File: src/rtl/pwm_decoder.sv
// rtl/pwm_decoder.sv - PWM period/on-time decoder with stuck detection; optional filter via PWM_DECODER_GLITCH_FILTER_EN
module pwm_decoder #(
   parameter int MAIN_FREQ     = 50000000,
   parameter int SAMPLE_FREQ   = 200000,
   parameter int CNT_W         = 16,
   parameter int TIMEOUT_TICKS = 1024
) (
   input  logic             CLOCK_50,
   input  logic             reset,
   input  logic             pwm_in,
   output logic [CNT_W-1:0] high_cnt,
   output logic [CNT_W-1:0] period_cnt,
   output logic             valid,
   output logic             stuck,
   output logic             stuck_level
);

   localparam int DIV = MAIN_FREQ / SAMPLE_FREQ;
   localparam int PW  = (DIV > 1) ? $clog2(DIV) : 1;
   localparam logic [PW-1:0]    DIV_LAST = PW'(DIV - 1);
   localparam logic [CNT_W-1:0] TO_LAST  = CNT_W'(TIMEOUT_TICKS - 1);
   localparam logic [CNT_W-1:0] TO_FULL  = CNT_W'(TIMEOUT_TICKS);

   typedef enum logic [1:0] {IDLE, HIGH, LOW, STUCK} state_t;

   logic             sync_meta;
   logic             sync_in;
   logic [PW-1:0]    presc;
   logic             tick;
   logic             lvl;
   logic             prev;
   logic             rise;
   logic             fall;
   logic [CNT_W-1:0] per_acc;
   logic [CNT_W-1:0] hi_acc;
   state_t           state;
   state_t           state_nxt;
   logic             publish;
   logic             timeout;

   // Two-flop synchronizer for the asynchronous pin
   always_ff @(posedge CLOCK_50 or posedge reset) begin
      if (reset) begin
         sync_meta <= 1'b0;
         sync_in   <= 1'b0;
      end else begin
         sync_meta <= pwm_in;
         sync_in   <= sync_meta;
      end
   end

   // Prescaler: tick pulses on the last count of each DIV-cycle window
   always_ff @(posedge CLOCK_50 or posedge reset) begin
      if (reset)
         presc <= '0;
      else if (tick)
         presc <= '0;
      else
         presc <= presc + PW'(1);
   end

   assign tick = (presc == DIV_LAST);

`ifdef PWM_DECODER_GLITCH_FILTER_EN
   logic [1:0] hist;

   // Filtered sampler: lvl moves only after three equal consecutive samples
   always_ff @(posedge CLOCK_50 or posedge reset) begin
      if (reset) begin
         hist <= 2'b00;
         lvl  <= 1'b0;
         prev <= 1'b0;
      end else if (tick) begin
         hist <= {hist[0], sync_in};
         prev <= lvl;
         if (sync_in == hist[0] && sync_in == hist[1])
            lvl <= sync_in;
      end
   end
`else
   // Raw sampler: lvl is the synchronized input taken on each tick
   always_ff @(posedge CLOCK_50 or posedge reset) begin
      if (reset) begin
         lvl  <= 1'b0;
         prev <= 1'b0;
      end else if (tick) begin
         lvl  <= sync_in;
         prev <= lvl;
      end
   end
`endif

   assign rise = tick & lvl & ~prev;
   assign fall = tick & ~lvl & prev;

   // State register
   always_ff @(posedge CLOCK_50 or posedge reset) begin
      if (reset)
         state <= IDLE;
      else
         state <= state_nxt;
   end

   // Next state plus publish/timeout decisions; rise beats timeout
   always_comb begin
      state_nxt = state;
      publish   = 1'b0;
      timeout   = 1'b0;
      if (state != STUCK && tick && !rise && per_acc == TO_LAST) begin
         timeout   = 1'b1;
         state_nxt = STUCK;
      end else begin
         case (state)
            IDLE:  if (rise) state_nxt = HIGH;
            HIGH:  if (fall) state_nxt = LOW;
            LOW:   if (rise) begin
                      publish   = 1'b1;
                      state_nxt = HIGH;
                   end
            STUCK: if (rise) state_nxt = HIGH;
            default: state_nxt = IDLE;
         endcase
      end
   end

   // Accumulators and published outputs; per_acc freezes once stuck
   always_ff @(posedge CLOCK_50 or posedge reset) begin
      if (reset) begin
         per_acc     <= '0;
         hi_acc      <= '0;
         high_cnt    <= '0;
         period_cnt  <= '0;
         valid       <= 1'b0;
         stuck       <= 1'b0;
         stuck_level <= 1'b0;
      end else begin
         valid <= 1'b0;
         if (rise) begin
            per_acc <= CNT_W'(1);
            hi_acc  <= CNT_W'(1);
         end else if (tick) begin
            if (state != STUCK && !timeout)
               per_acc <= per_acc + CNT_W'(1);
            if (lvl)
               hi_acc <= hi_acc + CNT_W'(1);
         end
         if (publish) begin
            high_cnt   <= hi_acc;
            period_cnt <= per_acc;
            valid      <= 1'b1;
         end else if (timeout) begin
            high_cnt    <= lvl ? TO_FULL : '0;
            period_cnt  <= TO_FULL;
            valid       <= 1'b1;
            stuck       <= 1'b1;
            stuck_level <= lvl;
         end else if (state == STUCK) begin
            if (rise) begin
               stuck       <= 1'b0;
               stuck_level <= 1'b0;
            end else if (tick) begin
               stuck_level <= lvl;
            end
         end
      end
   end

endmodule

File: config.mk
export PLATFORM = sky130hd
export DESIGN_NAME = pwm_decoder
export DESIGN_NICKNAME = d
export VERILOG_FILES = /design/src/rtl/pwm_decoder.sv
export SDC_FILE = /design/constraint.sdc
export NUM_CORES = 1
export LEC_CHECK = 0
export ABC_CLOCK_PERIOD_IN_PS = 2700
export CORE_MARGIN = 4
export CORE_UTILIZATION = 51
export DETAILED_ROUTE_END_ITERATION = 6
export PLACE_DENSITY = 0.75
export SLEW_MARGIN = 10
export SYNTH_ARGS = -nofsm -noshare
export SYNTH_HDL_FRONTEND = slang
export SYNTH_SLANG_ARGS = --single-unit
File: constraint.sdc
create_clock -name CLOCK_50 -period 2.7 [get_ports CLOCK_50]
set_input_delay 0.54 -clock CLOCK_50 [delete_from_list [all_inputs] [get_ports CLOCK_50]]
set_output_delay 0.54 -clock CLOCK_50 [all_outputs]
set_load 0.01 [all_outputs]
# Yosys cells after proc, flatten, opt, wreduce, memory -nomap -nowiden
# Cells that the tools add are included.
classes:
  addsub: 3
  eq_ne: 8
  n_mux: 29
  n_reduce_logical: 20
  bitwise: 7
ops:
  columns: ["operator", "count"]
  rows:
  - ["$mux W16", 10]
  - ["$add A16 B1 Y16 const B", 2]
  - ["$eq A16 B10 Y1 const B", 1]
  - ["$mux W1", 13]
  - ["$reduce_bool A2 Y1", 6]
  - ["$mux W11", 1]
  - ["$add A8 B1 Y8 const B", 1]
  - ["$eq A8 B8 Y1 const B", 1]
  - ["$mux W8", 1]
  - ["$mux W2", 3]
  - ["$reduce_and A2 Y1", 3]
  - ["$reduce_and A3 Y1", 2]
  - ["$and A1 B1 Y1", 4]
  - ["$eq A2 B2 Y1 const B", 2]
  - ["$logic_and A1 B1 Y1", 4]
  - ["$pmux W2 S2", 1]
  - ["$ne A3 B1 Y1 const B", 1]
  - ["$ne A3 B3 Y1 const B", 1]
  - ["$not A1 Y1", 3]
  - ["$reduce_bool A3 Y1", 1]
  - ["$reduce_or A3 Y1", 1]
  - ["$eq A2 B1 Y1 const B", 1]
  - ["$logic_not A1 Y1", 2]
  - ["$logic_not A2 Y1", 1]
  - ["$ne A2 B2 Y1 const B", 1]
word_totals:
  wordCells: 80
  ff_bits: 81
  output_inout_bits: 35

# Depth between registers and ports, before layout
# Gate-level depths: netlist of run 1.
depth:
  depth_word: 12
  mapped_depth: 9
  depth_no_buf: 6

# Worst setup path before layout of run 1
# No wires, ideal clock.
synth_path:
  path_kind: "flip-flop to flip-flop"
  startpoint: "register presc[1]"
  endpoint: "register hi_acc[9]"
  stages_incl_launch_ff: 8
  period_less_slack_ps: 2029
  path_buffers: 1
  t_arrival_ps: 1951
  t_required_ps: 2622
  setup_slack_ps: 671
  path_cell_list: "dfrtp_1 inv_1 ha_1 nand4b_1 or4_4 buf_6 or4_1 a21oi_1"
synth_via:
  elab_chain_cells: 5
  word_cells_on_any_way: 7
  classes_between: "eq/ne: 1; mux: 1; bitwise: 2; reduce/logical: 3"
synth_rtl:
  columns: ["element", "line_no", "rtl"]
  rows:
  - ["start, declared", "28", "logic [PW-1:0] presc;"]
  - ["start signal, assigned", "59", "presc <= presc + PW'(1);"]
  - ["$eq A8 B8 Y1 *", "62", "assign tick = (presc == DIV_LAST);"]
  - ["$and A1 B1 Y1 (2 in a row)", "93", "assign rise = tick & lvl & ~prev;"]
  - ["$reduce_bool A2 Y1 (no line)", null, null]
  - ["$reduce_and A2 Y1 (no line)", null, null]
  - ["end signal, assigned", "145", "hi_acc <= hi_acc + CNT_W'(1);"]
  - ["end, declared", "35", "logic [CNT_W-1:0] hi_acc;"]
# Every way passes the cells marked *; elsewhere a longest branch is shown, timed or not.
# A chain may end at the register's enable or synchronous reset.

# Worst setup path after layout of run 1
layout_path:
  startpoint: "register lvl"
  endpoint: "register hi_acc[14]"
layout_via:
  elab_chain_cells: 4
  word_cells_on_any_way: 6
  classes_between: "mux: 1; bitwise: 2; reduce/logical: 3"
layout_rtl:
  columns: ["element", "line_no", "rtl"]
  rows:
  - ["start, declared", "30", "logic lvl;"]
  - ["start signal, assigned", "87", "lvl <= sync_in;"]
  - ["$and A1 B1 Y1 (2 in a row)", "93", null]
  - ["$reduce_bool A2 Y1 (no line)", null, null]
  - ["$reduce_and A2 Y1 (no line)", null, null]
# Several ways; a longest one is shown, not always the timed one.

==> qor.csv, run 1 <==
metric,value,unit
status,completed,
Die H,95.4,microns
max-slew violations,0,
hold slack final,355,ps
number of synthesized flops with an enable pin,0,
clock skew,7.60,ps
CTS buffer count,9,
Fmax,447,MHz
Post-CTS Hold Fix Bufs,0,
asr flop ratio synth,100,%
GRT Overall Usage,20.7,%
Die W,95.4,microns
ANT nets after route,0,
synth warn,0,
CP max stage cell,or4_4,
vias,3236,
Leakage,1.86,nW
die footprint,9100,sq um
Synth top area share,52.0,%
fin area,4600,sq um
DR DRC count,0,
# Post-CTS Setup Buffers,0,
H-tree lvl count,3,
Area after DPL,4380,sq um
pre-CTS setup slack,499,ps
synthesized area per cell,9.34,sq um
sequential fraction of the synthesis area,52.0,%
Rows,31,
CP startpoint kind,flip-flop,
Synth area leaders,"dfrtp_1 52%, nand2_1 8.3%, o21ai_0 5.4%",
worst-margin pin slew,744,ps
"CP delay by family, top",simple AND/OR/NAND/NOR gates,
RSZ-0062 raised after global routing,false,
vias per cell,5.84,
io pins,38,
CTS sink cnt,81,
clock slew seen by the registers of the worst setup and hold paths,80,ps
Slew HR,50.4,%
final hold violations,0,
PostCTS Resize Cnt,0,
Port-buffer cells,37,
drt pass-1 iters,5,
worst-path maximum fanout,15,
vias in the first global route,3067,
"Top FF cell, synth",dfrtp_1,
syn_nets,424,
layout cells sized above 1,8.35,%
WP data arrival,2510,ps
area grow syn2layout,18.2,%
gpl congestion,0.862,
delay of the slowest critical-path stage,660,ps
synth unique cells,50,
Min-Delay Path Class,reg -> reg,
most frequent cell after synthesis,nand2_1,
clock tree from TritonCTS,yes,
Post-Route WL,8.63,mm
total grt overflow,0,
CP cell instances,nand4_4 -> or4_4 -> or4_1 -> a21oi_1,
Setup crit end kind,flip-flop,
post-synth top area cell,dfrtp_1,
Max Cap Viol,0,
initial antenna violation count,0,
largest net degree at the start of global routing,43,
Post-Synthesis Cell Area,3890,sq um
Post-Synthesis Cells,417,
Setup CP Type,reg -> reg,
nets,457,
Setup TNS,0,ps
hpwl dp,5.90,mm
per-cell routed wire length,15.6,microns
overall power,0.00225,W
Initial Util,53.1,%
CP Buf/Inv Count,0,
Inserted Diodes,0,
synth cell count leaders,"86 x nand2_1, 81 x dfrtp_1, 42 x o21ai_0, 25 x a21oi_1, 25 x nand3_1",
Root Driver,clkbuf_8,
Worst-Skew Late Latency,360,ps
first-pass GRT wire length,14.7,mm
R2R Setup Slk,460,ps
Tcrit/Tclk final,82.9,%
core region area,7330,sq um
PD cells,489,nW/um^2
Clock Path Buffers,2,
#FFs+latches synth,81,
Period minus WS final,2240,ps
setup slack after layout,463,ps
WP data required,2980,ps
final setup violation count,0,
Max VDD drop,0.288,mV
DRT iter0 DRCs,214,
-- worst register-to-register path: cells and delay by family, from the launching register on --
| family | cells | cell delay, ps |
|---|---|---|
| simple gates | 3 | 1390 |
| flops | 1 | 600 |
| compound gates | 1 | 170 |
-- worst paths after layout --
check                           from     endpoint  cells after the start
hold / removal             sync_meta      sync_in                      0
min in group asynchronous      reset     presc[2]                      2
setup / recovery                 lvl   hi_acc[14]                      4
hold reg to reg            sync_meta      sync_in                      0
max in group asynchronous      reset  high_cnt[6]                      3
setup reg to reg                 lvl   hi_acc[14]                      4
-- through the flow --
step | instances | util [%]
after CTS | 554 | 62.8
after global routing | 554 | 62.8
after detailed placement | 538 | 59.7
final | 554 | 62.8
after floorplan | 417 | -
after global placement | 538 | 59.7
-- layer usage --
metal	vias to the layer above	GRT usage [%]	routed length (microns)	share of wire [%]
li1	1585	-	-	-
met1	1531	28.9	4010	46
met2	104	31.4	4000	46
met3	16	3.55	463	5.4
met4	0	10.2	153	1.8
met5	-	0	0	0
-- cell type report --
| cell class | instances | area, sq um |
|---|---|---|
| inverter | 9 | 35.0 |
| sequential | 81 | 2030 |
| clock inverter | 6 | 90.1 |
| clock buffer | 10 | 138 |
| tap | 99 | 124 |
| multi-input combinational | 300 | 1720 |
| fill | 605 | 2730 |
| timing repair buffer | 49 | 473 |
-- logic make-up after synthesis --
logic type | after synthesis | share of synthesized area (%)
AND/OR/NAND/NOR | 183 | 24.4
AO/OA/AOI/OAI | 103 | 15.6
flip-flops | 81 | 52.0
buffers and inverters | 36 | 4.11
multiplexers | 6 | 1.57
XOR/XNOR | 4 | 0.900
adder cells (fa/ha/maj) | 4 | 1.28
-- state kept, by name, summed over array words and instances, names as in the netlist --
signal       cells
stuck_level      1
period_cnt      16
sync_meta        1
lvl              1
hi_acc          16
per_acc         16
sync_in          1
valid            1
high_cnt        16
presc            8
prev             1
stuck            1
state            2
-- layout by cell type (no fill, tap or decap), drive strengths merged, types with 3 or more instances in the layout --
master / count
and3: 3
dfrtp: 81
nor4: 5
clkinv: 3
a22o: 3
a21oi: 25
buf: 12
o21ai: 42
nor3: 4
xor2: 3
nor2: 8
mux2i: 5
ha: 4
nand2: 86
nand3: 25
or3: 3
clkdlybuf4s50: 37
inv: 9
and4: 6
clkbuf: 10
o31ai: 16
nand4: 9
o22ai: 4
or4: 19
nand2b: 6
-- power by group --
group	switching [W]	internal [W]
logic	0.0000234	0.00000658
registers	0.000000398	0.00121
clock network	0.000458	0.000549
total	0.000482	0.00177
(Power assumes the default switching activity.)
==> run 2: changes to the inputs <==
--- a/config.mk
+++ b/config.mk
@@ -5,7 +5,7 @@
 export SDC_FILE = /design/constraint.sdc
 export NUM_CORES = 1
 export LEC_CHECK = 0
-export ABC_CLOCK_PERIOD_IN_PS = 2700
+export ABC_CLOCK_PERIOD_IN_PS = 2000
 export CORE_MARGIN = 4
 export CORE_UTILIZATION = 51
 export DETAILED_ROUTE_END_ITERATION = 6
==> constraint.sdc (replaced) <==
create_clock -name CLOCK_50 -period 2 [get_ports CLOCK_50]
set_input_delay 0.4 -clock CLOCK_50 [delete_from_list [all_inputs] [get_ports CLOCK_50]]
set_output_delay 0.4 -clock CLOCK_50 [all_outputs]
set_load 0.01 [all_outputs]
==> qor.csv, run 2 (synthesis gave the netlist of run 1 again) <==
metric,value,unit
status,completed,
max-slew violations,0,
drt pass-1 iters,4,
R2R Setup Slk,30,ps
Placed Cells,563,
Tcrit/Tclk final,98.7,%
post-layout util,67.3,%
final setup violation count,0,
DRT iter0 DRCs,240,
CTS buffer count,9,
CP startpoint kind,flip-flop,
DR DRC count,0,
Leakage,2.04,nW
Post-Route WL,9.30,mm
Inserted Diodes,0,
Comb power frac,1.3,%
Min-Delay Path Class,reg -> reg,
nets,490,
sw power,0.000612,W
Port-buffer cells,37,
Period minus WS final,1970,ps
RSZ-0062 raised after global routing,true,
core region area,7330,sq um
clock skew,11.5,ps
GRT Overall Usage,21.6,%
"commonest non-fill, non-tap cells in the layout","86 x nand2_1, 81 x dfrtp_1, 40 x o21ai_0",
largest net degree at the start of global routing,82,
clock power share,43.9,%
first-pass GRT wire length,15.4,mm
worst-path maximum fanout,6,
worst-margin pin slew,434,ps
P_int,0.00238,W
Rows,31,
hold path cells,0,
"most common cell after layout, fill and taps aside",nand2_1,
hpwl dp,6.10,mm
initial antenna violation count,0,
Multi-input gate area,1780,sq um
Die H,95.4,microns
Die W,95.4,microns
CTS sink cnt,81,
Max Cap Viol,0,
Seq pwr share,54.7,%
Layout Cells excl Fill,587,
gpl congestion,0.845,
Initial Util,53.1,%
total grt overflow,0,
WP data arrival,2260,ps
hold slack final,363,ps
PD cells,607,nW/um^2
area grow syn2layout,26.6,%
ANT nets after route,0,
io pins,38,
vias in the first global route,3197,
Max VDD drop,0.361,mV
Layout fillers,574,
Clock Path Buffers,2,
clock tree from TritonCTS,yes,
R2R cell count,6,
Fmax,506,MHz
Worst-Skew Late Latency,350,ps
vias per cell,5.91,
Root Driver,clkbuf_8,
clock slew seen by the registers of the worst setup and hold paths,80,ps
Setup CP Type,reg -> reg,
Switching Fraction,20.4,%
H-tree lvl count,3,
Slew HR,71.0,%
Post-CTS Hold Fix Bufs,0,
FF+latch area,2030,sq um
WP data required,2280,ps
die footprint,9100,sq um
vias,3472,
Setup crit end kind,flip-flop,
final hold violations,0,
layout cells sized above 1,16.4,%
per-cell routed wire length,15.8,microns
## run 2: layout make-up
class	instances	area share (%)
Inverter	9	0.761
Multi-Input combinational cell	301	36.2
Clock inverter	5	1.60
Tap cell	99	2.51
Sequential cell	81	41.1
Clock buffer	11	2.87
Timing Repair Buffer	81	15.0
## run 2: worst max-delay path, cell delays in order (launching register included)
cell and delay, ps:
dfrtp_1 390, inv_2 70, ha_4 130, nand4b_1 180
or4_4 500, or4_4 500, a21oi_2 140
## run 2: what timing repair did
item / in CTS / in global routing
endpoints found under the setup margin: 26 / 47
pin swaps: 0 / 3
cloned: 0 / 2
resized for setup: 2 / 19
setup buffers: 2 / 4
## run 2: metal layers
metal  global-route usage, %  vias up  share of wire [%]
met3                    4.58       12                6.1
li1                        -     1644                  -
met2                    32.2      123                 46
met1                    31.5     1693                 47
met4                    6.99        0                1.3
met5                       0        -                  0
## run 2: final timing paths
check | from | endpoint
setup / recovery | presc[1] | hi_acc[14]
hold / removal | sync_meta | sync_in
setup reg to reg | presc[1] | hi_acc[14]
hold reg to reg | sync_meta | sync_in
max in group asynchronous | reset | state[0]
min in group asynchronous | reset | high_cnt[2]
## run 2: power groups by stage
stage                     logic [W]  clock network [W]  registers (W)
after floorplan           0.0000243                  0        0.00167
after CTS                 0.0000427            0.00134        0.00164
after global placement    0.0000422                  0        0.00167
final                     0.0000400            0.00132        0.00164
after detailed placement  0.0000428                  0        0.00167
after global routing      0.0000477            0.00142        0.00164
## run 2: stage by stage
step                      cell area (sq um)  total power [W]  worst slack [ps]  TNS [ps]
final                                  4930          0.00299              25.5         0
after global routing                   4930          0.00311             -58.6      -205
after CTS                              4830          0.00302             0.758         0
after detailed placement               4580          0.00171             -73.2      -978
after global placement                 4580          0.00171              36.1         0
after floorplan                        3900          0.00170              10.9         0
==> run 3: changes to the inputs <==
--- a/config.mk
+++ b/config.mk
@@ -9,6 +9,7 @@
 export CORE_MARGIN = 4
 export CORE_UTILIZATION = 51
 export DETAILED_ROUTE_END_ITERATION = 6
+export GPL_TIMING_DRIVEN = 0
 export PLACE_DENSITY = 0.75
 export SLEW_MARGIN = 10
 export SYNTH_ARGS = -nofsm -noshare
==> qor.csv, run 3 (synthesis gave the netlist of run 1 again) <==
metric,value,unit
CP Buf/Inv Count,2,
failing checks,negative setup slack,
"CP delay by family, top",simple AND/OR/NAND/NOR gates,
Rows,31,
worst-margin pin slew,471,ps
Min-Delay Path Class,reg -> reg,
Placed Cells,555,
per-cell routed wire length,17.8,microns
R2R Setup Slk,-90,ps
initial antenna violation count,0,
CP max stage cell,or4_4,
pre-CTS setup slack,-689,ps
Clock Path Buffers,2,
layout cells sized above 1,24.1,%
drt pass-1 iters,5,
GRT Overall Usage,22.7,%
Max VDD drop,0.335,mV
"most common cell after layout, fill and taps aside",nand2_1,
Fmax,479,MHz
WP data arrival,2360,ps
total grt overflow,0,
CTS sink cnt,81,
Worst-Skew Late Latency,350,ps
die footprint,9100,sq um
Setup CP Type,reg -> reg,
gpl congestion,0.866,
Root Driver,clkbuf_8,
clock slew seen by the registers of the worst setup and hold paths,80,ps
Comb power frac,1.5,%
first-pass GRT wire length,16.1,mm
clock power share,44.1,%
Post-CTS Hold Fix Bufs,0,
io pins,38,
"commonest non-fill, non-tap cells in the layout","86 x nand2_1, 79 x dfrtp_1, 37 x clkdlybuf4s50_1",
P_int,0.00239,W
Max Cap Viol,0,
max-slew violations,0,
area grow syn2layout,34.2,%
setup slack after layout,-87.5,ps
WP data required,2270,ps
Switching Fraction,20.7,%
clock skew,11.0,ps
CP cell instances,inv_2 -> ha_4 -> nand4b_1 -> or4_4 -> buf_6 -> or4_1 -> a21oi_1,
delay of the slowest critical-path stage,510,ps
vias,3606,
Die W,95.4,microns
vias in the first global route,3327,
Port-buffer cells,37,
CP startpoint kind,flip-flop,
Layout Cells excl Fill,597,
ANT nets after route,0,
overall power,0.00301,W
nets,500,
clock tree from TritonCTS,yes,
Tcrit/Tclk final,104,%
PD cells,576,nW/um^2
Initial Util,53.1,%
final setup violation count,11,
Inserted Diodes,0,
Slew HR,68.5,%
Period minus WS final,2090,ps
Leakage,2.17,nW
hold slack final,349,ps
core region area,7330,sq um
RSZ-0062 raised after global routing,true,
hpwl dp,6.57,mm
Post-Route WL,10.6,mm
DR DRC count,0,
final hold violations,0,
sw power,0.000624,W
Die H,95.4,microns
worst-path maximum fanout,7,
Seq pwr share,54.4,%
status,finished with violations,
Setup crit end kind,flip-flop,
largest net degree at the start of global routing,35,
H-tree lvl count,3,
CTS buffer count,9,
vias per cell,6.04,
DRT iter0 DRCs,329,
-- run 3: cell count changes in the layout (fill, tap and decap cells not counted), sizes merged --
cell	previous run	this run
clkbuf	13	23
dlymetal6s2s	0	1
or4	20	19
-- run 3: final cells by class --
class | instances | area [sq um]
clock inverters | 5 | 78.8
inverters | 9 | 37.5
fillers | 489 | 2100
multi-input cells | 300 | 1930
clock buffers | 11 | 141
repair buffers | 68 | 689
plain buffers | 24 | 195
flip-flops and latches | 81 | 2030
well taps | 99 | 124
-- run 3: final timing paths --
path                           start     endpoint  depth (start not counted)
max                         presc[1]    hi_acc[9]                          7
min                        sync_meta      sync_in                          0
max reg2reg                 presc[1]    hi_acc[9]                          7
min reg2reg                sync_meta      sync_in                          0
max in group asynchronous      reset   per_acc[7]                          3
min in group asynchronous      reset  high_cnt[4]                          2
-- run 3: what timing repair did --
item                                    in CTS  in global routing
setup buffers                               14                 11
endpoints found under the setup margin      65                 62
gates resized for setup                     37                 93
pin swaps                                   18                 21
gates cloned                                 0                  4
-- run 3: metrics by stage --
step	setup TNS (ps)	area (sq um)	util [%]
after CTS	-396	4860	66.3
after floorplan	0	3900	-
after global routing	-2720	5230	71.3
after detailed placement	-24630	4430	60.5
final	-544	5230	71.3
after global placement	-38790	4390	59.9
-- run 3: power by group through the flow --
stage               combinational [W]  clock [W]  sequential, W
CTS                         0.0000484    0.00133        0.00164
global placement            0.0000374          0        0.00167
detailed placement          0.0000479          0        0.00167
finish                      0.0000453    0.00133        0.00164
global route                0.0000533    0.00143        0.00164
floorplan                   0.0000243          0        0.00167
-- run 3: routing by layer --
metal | vias to the layer above | global-route usage, % | share of wire (%)
met2 | 160 | 36.2 | 49
met3 | 28 | 3.87 | 6.2
met1 | 1751 | 30.6 | 43
met4 | 0 | 9.83 | 2.5
met5 | - | 0 | 0
li1 | 1667 | - | -
